===== config.mk =====
export PLATFORM = sky130hd
export DESIGN_NAME = data_bus_timer
export DESIGN_NICKNAME = d
export VERILOG_FILES = /design/src/rtl/data_bus_timer.sv
export SDC_FILE = /design/constraint.sdc
export NUM_CORES = 1
export LEC_CHECK = 0
export ABC_AREA = 0
export BUFFER_PORTS_ARGS = -buffer_cell sky130_fd_sc_hd__buf_4
export CAP_MARGIN = 20
export CORE_UTILIZATION = 57
export CTS_CLUSTER_SIZE = 25
export DETAILED_ROUTE_END_ITERATION = 8
export GPL_ROUTABILITY_DRIVEN = 0
export GPL_TIMING_DRIVEN = 0
export PLACE_DENSITY = 0.87
export SYNTH_ARGS = -nofsm -noshare
export SYNTH_HDL_FRONTEND = slang
export SYNTH_SLANG_ARGS = --single-unit

===== constraint.sdc =====
create_clock -name clk -period 4.19 [get_ports clk]
set_input_delay 0.6285 -clock clk [delete_from_list [all_inputs] [get_ports clk]]
set_output_delay 0.6285 -clock clk [all_outputs]
set_load 0.01 [all_outputs]

===== src/rtl/data_bus_timer.sv =====
// Memory-mapped 32-bit timer/counter slave for the OpenMIPS data bus.
// Provides a prescaled up-counter, compare match with optional auto-reload, and a level interrupt.
module data_bus_timer #(
    parameter int          PRESCALE_W  = 16,
    parameter logic [31:0] COMPARE_RST = 32'hFFFF_FFFF
) (
    input  logic        clk,
    input  logic        rst,
    input  logic        ce,
    input  logic        we,
    input  logic [31:0] addr,
    input  logic [3:0]  sel,
    input  logic [31:0] data_i,
    output logic [31:0] data_o,
    output logic        int_o
);

    localparam logic [2:0] A_CTRL     = 3'd0;
    localparam logic [2:0] A_COUNT    = 3'd1;
    localparam logic [2:0] A_COMPARE  = 3'd2;
    localparam logic [2:0] A_STATUS   = 3'd3;
    localparam logic [2:0] A_PRESCALE = 3'd4;

    logic [2:0]            ctrl, ctrl_nx;
    logic [31:0]           count, count_nx, count_tick;
    logic [31:0]           compare, compare_nx;
    logic                  match, match_nx;
    logic [PRESCALE_W-1:0] prescale, prescale_nx;
    logic [PRESCALE_W-1:0] pcnt, pcnt_nx;
    logic                  wr, tick, hit;
    logic [2:0]            idx;
    logic                  unused_addr;

    assign unused_addr = ^{addr[31:5], addr[1:0]};

    function automatic logic [31:0] merge_bytes(input logic [31:0] old_v,
                                                input logic [31:0] new_v,
                                                input logic [3:0]  be);
        merge_bytes = old_v;
        for (int i = 0; i < 4; i++) begin
            if (be[i]) merge_bytes[i*8 +: 8] = new_v[i*8 +: 8];
        end
    endfunction

    // Bus writes are layered on top of the tick-updated values so that selected bytes win.
    always_comb begin
        wr   = ce & we;
        idx  = addr[4:2];
        tick = ctrl[0] && (pcnt == prescale);
        hit  = tick && (count == compare);

        if (hit && ctrl[1])
            count_tick = '0;
        else if (tick)
            count_tick = count + 32'd1;
        else
            count_tick = count;

        ctrl_nx     = ctrl;
        count_nx    = count_tick;
        compare_nx  = compare;
        match_nx    = match;
        prescale_nx = prescale;

        if (wr) begin
            case (idx)
                A_CTRL:     if (sel[0]) ctrl_nx = data_i[2:0];
                A_COUNT:    count_nx   = merge_bytes(count_tick, data_i, sel);
                A_COMPARE:  compare_nx = merge_bytes(compare, data_i, sel);
                A_STATUS:   if (sel[0] && data_i[0]) match_nx = 1'b0;
                A_PRESCALE: begin
                    for (int i = 0; i < PRESCALE_W; i++) begin
                        if (sel[i/8]) prescale_nx[i] = data_i[i];
                    end
                end
                default: ;
            endcase
        end

        // A new match overrides a same-edge clear.
        if (hit) match_nx = 1'b1;

        if (!ctrl[0] || !ctrl_nx[0] || tick)
            pcnt_nx = '0;
        else
            pcnt_nx = pcnt + PRESCALE_W'(1);
    end

    always_ff @(posedge clk or posedge rst) begin
        if (rst) begin
            ctrl     <= '0;
            count    <= '0;
            compare  <= COMPARE_RST;
            match    <= 1'b0;
            prescale <= '0;
            pcnt     <= '0;
        end else begin
            ctrl     <= ctrl_nx;
            count    <= count_nx;
            compare  <= compare_nx;
            match    <= match_nx;
            prescale <= prescale_nx;
            pcnt     <= pcnt_nx;
        end
    end

    always_comb begin
        data_o = '0;
        if (ce && !we) begin
            case (idx)
                A_CTRL:     data_o = {29'd0, ctrl};
                A_COUNT:    data_o = count;
                A_COMPARE:  data_o = compare;
                A_STATUS:   data_o = {31'd0, match};
                A_PRESCALE: data_o = 32'(prescale);
                default:    data_o = '0;
            endcase
        end
    end

    assign int_o = match & ctrl[2];

endmodule


# Yosys cells after proc, flatten, opt, wreduce, memory -nomap -nowiden
# Index checks and enable logic that the tools add are counted.
[totals]
out_inout_bits = 33
elab_cells = 61
input_bits = 72
ff_bits = 100
[op_classes]
add_sub_neg = 2
eq_ne = 6
n_reduce_logical = 22
n_bitwise = 2
mux = 18
[ops]
columns = ["cell", "n"]
rows = [
  ["two-way mux 32 bit", 5],
  ["one-hot mux 32 bit (5 select lines)", 1],
  ["adder 32 x 1 -> 32 bit (second input constant)", 1],
  ["== test 32 bit", 1],
  ["two-way mux 8 bit", 4],
  ["AND reduction 3 bit", 8],
  ["adder 16 x 1 -> 16 bit (second input constant)", 1],
  ["== test 16 bit", 1],
  ["two-way mux 16 bit", 1],
  ["two-way mux 1 bit", 7],
  ["== test 3 x 2 -> 1 bit (second input constant)", 2],
  ["nonzero test 2 bit", 3],
  ["logical AND 1 bit", 5],
  ["== test 3 x 1 -> 1 bit (second input constant)", 1],
  ["== test 3 bit (second input constant)", 1],
  ["zero test 1 bit", 3],
  ["zero test 3 bit", 1],
  ["bitwise AND 1 bit", 2],
  ["logical OR 1 bit", 2],
]

# Depth between registers and ports, before layout
[depth]
depth_word = 8
ltp_mapped = 9
ltp_nobuf = 6

# Worst setup path after synthesis
# OpenSTA, ideal clock, no wires.
[synth_path]
path_type = "input-to-output"
startpoint = "in addr[4]"
endpoint = "out data_o[21]"
setup_slack_ps = 1598
required_ps = 3562
cell_stages = 6
t_arrival_ps = 1963
path_buffers = 3
path_cell_list = "clkbuf_1 nor3b_1 clkbuf_1 clkbuf_1 a22oi_1 nor2_1"
[synth_via]
elab_chain_len = 3
word_cells_on_any_way = 7
cone_classes = "eq/ne: 4; mux: 2; reduce/logical: 1"
[synth_rtl]
columns = ["element", "line", "text"]
rows = [
  ["start: declaration", "11", "input logic [31:0] addr,"],
  ["== test 3 bit (tied with other cells)", "110", "case (idx)"],
  ["one-hot mux 32 bit (5 select lines) *", "110", ""],
  ["two-way mux 32 bit *", "109", "if (ce && !we) begin"],
  ["end: declaration", "14", "output logic [31:0] data_o,"],
]
# Mark *: on every way between the ends. The rest lies on a longest branch, timed or not.

# Final worst setup path
# Same ends and word-level chain as after synthesis.

==> flow_metrics.py <==
metrics = {
    "detailed_routing": {
        "drt_iter0_markers": 623,
        "routed_wl_um": 17100,
        "vias_per_cell": 6.33,
        "drt_pass1_iterations": 7,
        "dr_total_vias": 5452,
        "drt-wirelength-per-cell_um": 19.9,
        "drcViolationCount": 0,
        "final_antenna_net_count": 0,
    },
    "synth": {
        "yosysWarnings": 0,
        "syn-num-nets": 710,
        "synth_area_per_cell_um2": 9.35,
        "ys_seq_elements": 100,
        "syn-instance-count": 636,
        "synth_top_area_share_pct": 28.6,
        "yosys_most_used_dff": "dfrtp_1",
        "ys_types": 43,
        "synth.most_common_cell": "nor2_1",
        "ys_seq_area_share_pct": 42.8,
        "synth_edf_count": 0,
        "synthArstFlopShare_pct": 100,
        "syn_area_um2": 5940,
        "synth_area_leaders": "dfrtp_1 (29%), dfstp_2 (14%), mux2_2 (9.9%)",
        "synth_area_leader_cell": "dfrtp_1",
        "ys_top_cells_by_count": "nor2_1 (90), dfrtp_1 (68), mux2_2 (52), xnor2_1 (51), nand2_1 (50)",
    },
    "timing": {
        "fin_hold_ws_ns": 0.310,
        "slew_headroom_pct": 39.2,
        "post-route-period-util_pct": 82.7,
        "fmax_mhz": 289,
        "worst_pin_slew_ns": 0.908,
        "setup_ws_ns": 0.724,
        "finalHoldViolations": 0,
        "rsz0062_at_grt": "false",
        "final.setup.tns_ns": 0,
        "slew_violations": 0,
        "clock_skew_ns": 0.0166,
        "fin_crit_ns": 3.47,
        "setup_viol": 0,
    },
    "critical_path": {
        "start_kind": "input pin",
        "crit_start": "addr[4]",
        "cp-end-kind": "primary output",
        "crit_arrival_ns": 2.84,
        "cpMostUsedCell": "clkbuf_1",
        "path_max_fanout": 10,
        "max_stage_delay_ns": 0.52,
        "setup.worst_path.class": "input pin to primary output",
        "crit_required_ns": 3.56,
        "crit-reg2reg-launch": "count[3]",
        "critPathSlowestCell": "clkbuf_1",
        "path_cells": "buf_4, clkbuf_1, nor3b_1, clkbuf_1, clkbuf_1, a22oi_1, nor2_1, buf_4",
    },
    "placement": {
        "place_ws_ns": 0.824,
        "placed_area_um2": 6700,
        "portBuffers": 75,
        "dp_cells": 845,
        "hpwl_um": 12500,
    },
    "clock_tree": {
        "ctsResizeCount": 0,
        "numCtsBuffers": 9,
        "clock_latency_ns": 0.39,
        "clkTransAtPathRegs_ns": 0.10,
        "postCtsHoldBufs": 0,
        "h-tree-depth": 3,
        "post_cts_buffers": 0,
        "clock_path_buffers": 2,
        "cts_tree": "built",
        "clockRootBuffer": "clkbuf_8",
        "cts_sinks": 100,
    },
    "job": {
        "cap_viol_max_count": 0,
    },
    "floorplanning": {
        "core_um2": 9950,
        "die_area_um2": 10800,
        "die_y_um": 104,
        "ios": 105,
        "rows": 36,
        "initial_core_util_pct": 59.7,
        "die_x_um": 104,
    },
    "global_routing": {
        "grt_pass1_wl_um": 28100,
        "grt_max_degree": 55,
        "use_met3_pct": 7.89,
        "grtUsageMet1_pct": 41.1,
        "busiest_layer": "met2",
        "track_usage_pct": 33.1,
        "grt_pass1_vias": 5499,
        "grt_antenna_before_repair": 0,
        "overflow": 0,
        "use_met2_pct": 53.0,
    },
    "status": {
        "status": "complete, no violations",
    },
    "finish": {
        "final_util_pct": 69.6,
        "fill_cells": 723,
        "postLayoutCellArea_um2": 6930,
        "fin_cells": 861,
        "antennaDiodeCount": 0,
        "multi_input_area_um2": 3240,
        "regArea_um2": 2540,
        "finalNetCount": 797,
        "drive_above_1_share_pct": 25.8,
        "areaGrowthSynthToFinish_pct": 16.6,
    },
    "power": {
        "p_total_mw": 2.79,
        "power_density_nw_per_um2": 402,
        "ir_drop_mv": 0.257,
        "p_leak_nw": 2.85,
    },
    "worst_hold_path": {
        "min_path_type": "input pin to asynchronous set/reset pin",
    },
}
final timing paths:
check	end	slack (ns)	cells after the start
setup / recovery	data_o[21]	0.72	8
hold / removal	count[20]	0.31	2
setup reg to reg	count[11]	1.11	6
hold reg to reg	ctrl[2]	0.55	1
max in group asynchronous	compare[8]	3.13	3
min in group clk	count[19]	0.45	3
area by class of cell:
type	count	area share [%]
clock inverters	4	1.05
flip-flops and latches	100	36.7
clock buffers	12	2.24
plain buffers	33	1.95
repair buffers	76	8.52
multi-input cells	495	46.7
inverters	8	0.469
well taps	133	2.40
metal layers:
metal	wire, um	vias up
li1	-	2414
met1	6520	2592
met2	8080	367
met3	1720	79
met4	799	0
met5	0	-
critical path: cells and delay by family:
family | cells | cell delay, ns
buffers and inverters | 5 | 1.46
AND/OR/NAND/NOR | 2 | 0.59
AO/OA/AOI/OAI | 1 | 0.16
sequential cells by signal, indices dropped and copies added (netlist names):
| name | flops |
|---|---|
| compare | 32 |
| count | 32 |
| ctrl | 3 |
| match | 1 |
| pcnt | 16 |
| prescale | 16 |
kinds of logic (layout without fill, tap and decap cells):
family / after synthesis / in the layout / synth area share (%)
mux: 59 / 59 / 11.0
fa+ha+maj: 2 / 2 / 0.421
xor+xnor: 82 / 82 / 12.1
buf+inv: 41 / 133 / 2.78
simple gates: 251 / 251 / 20.5
flops: 100 / 100 / 42.8
compound gates: 101 / 101 / 10.4
power breakdown:
| group | switching, mW | internal (mW) |
|---|---|---|
| Sequential | 0.187 | 1.16 |
| Clock | 0.345 | 0.369 |
| Combinational | 0.394 | 0.328 |
layout by cell type (no fill, tap or decap), types with 3 or more instances in the layout:
| master | count |
|---|---|
| nor2_1 | 90 |
| buf_4 | 76 |
| dfrtp_1 | 68 |
| mux2_2 | 52 |
| xnor2_1 | 51 |
| nand2_1 | 50 |
| dfstp_2 | 32 |
| xor2_1 | 31 |
| a22oi_1 | 31 |
| a21oi_1 | 28 |
| clkbuf_1 | 26 |
| nand3_1 | 25 |
| nand4_1 | 23 |
| o21ai_0 | 22 |
| and3_1 | 15 |
| clkbuf_8 | 11 |
| nor3_1 | 10 |
| inv_1 | 7 |
| nor4_1 | 7 |
| mux2i_1 | 7 |
| o21ai_1 | 7 |
| buf_2 | 6 |
| and2_1 | 6 |
| and4_1 | 4 |
| nand2b_1 | 4 |
| o211ai_1 | 4 |
| nor4_2 | 3 |
| a31oi_1 | 3 |
| nor2b_1 | 3 |
No activity file was read; power rests on OpenSTA's default activity.
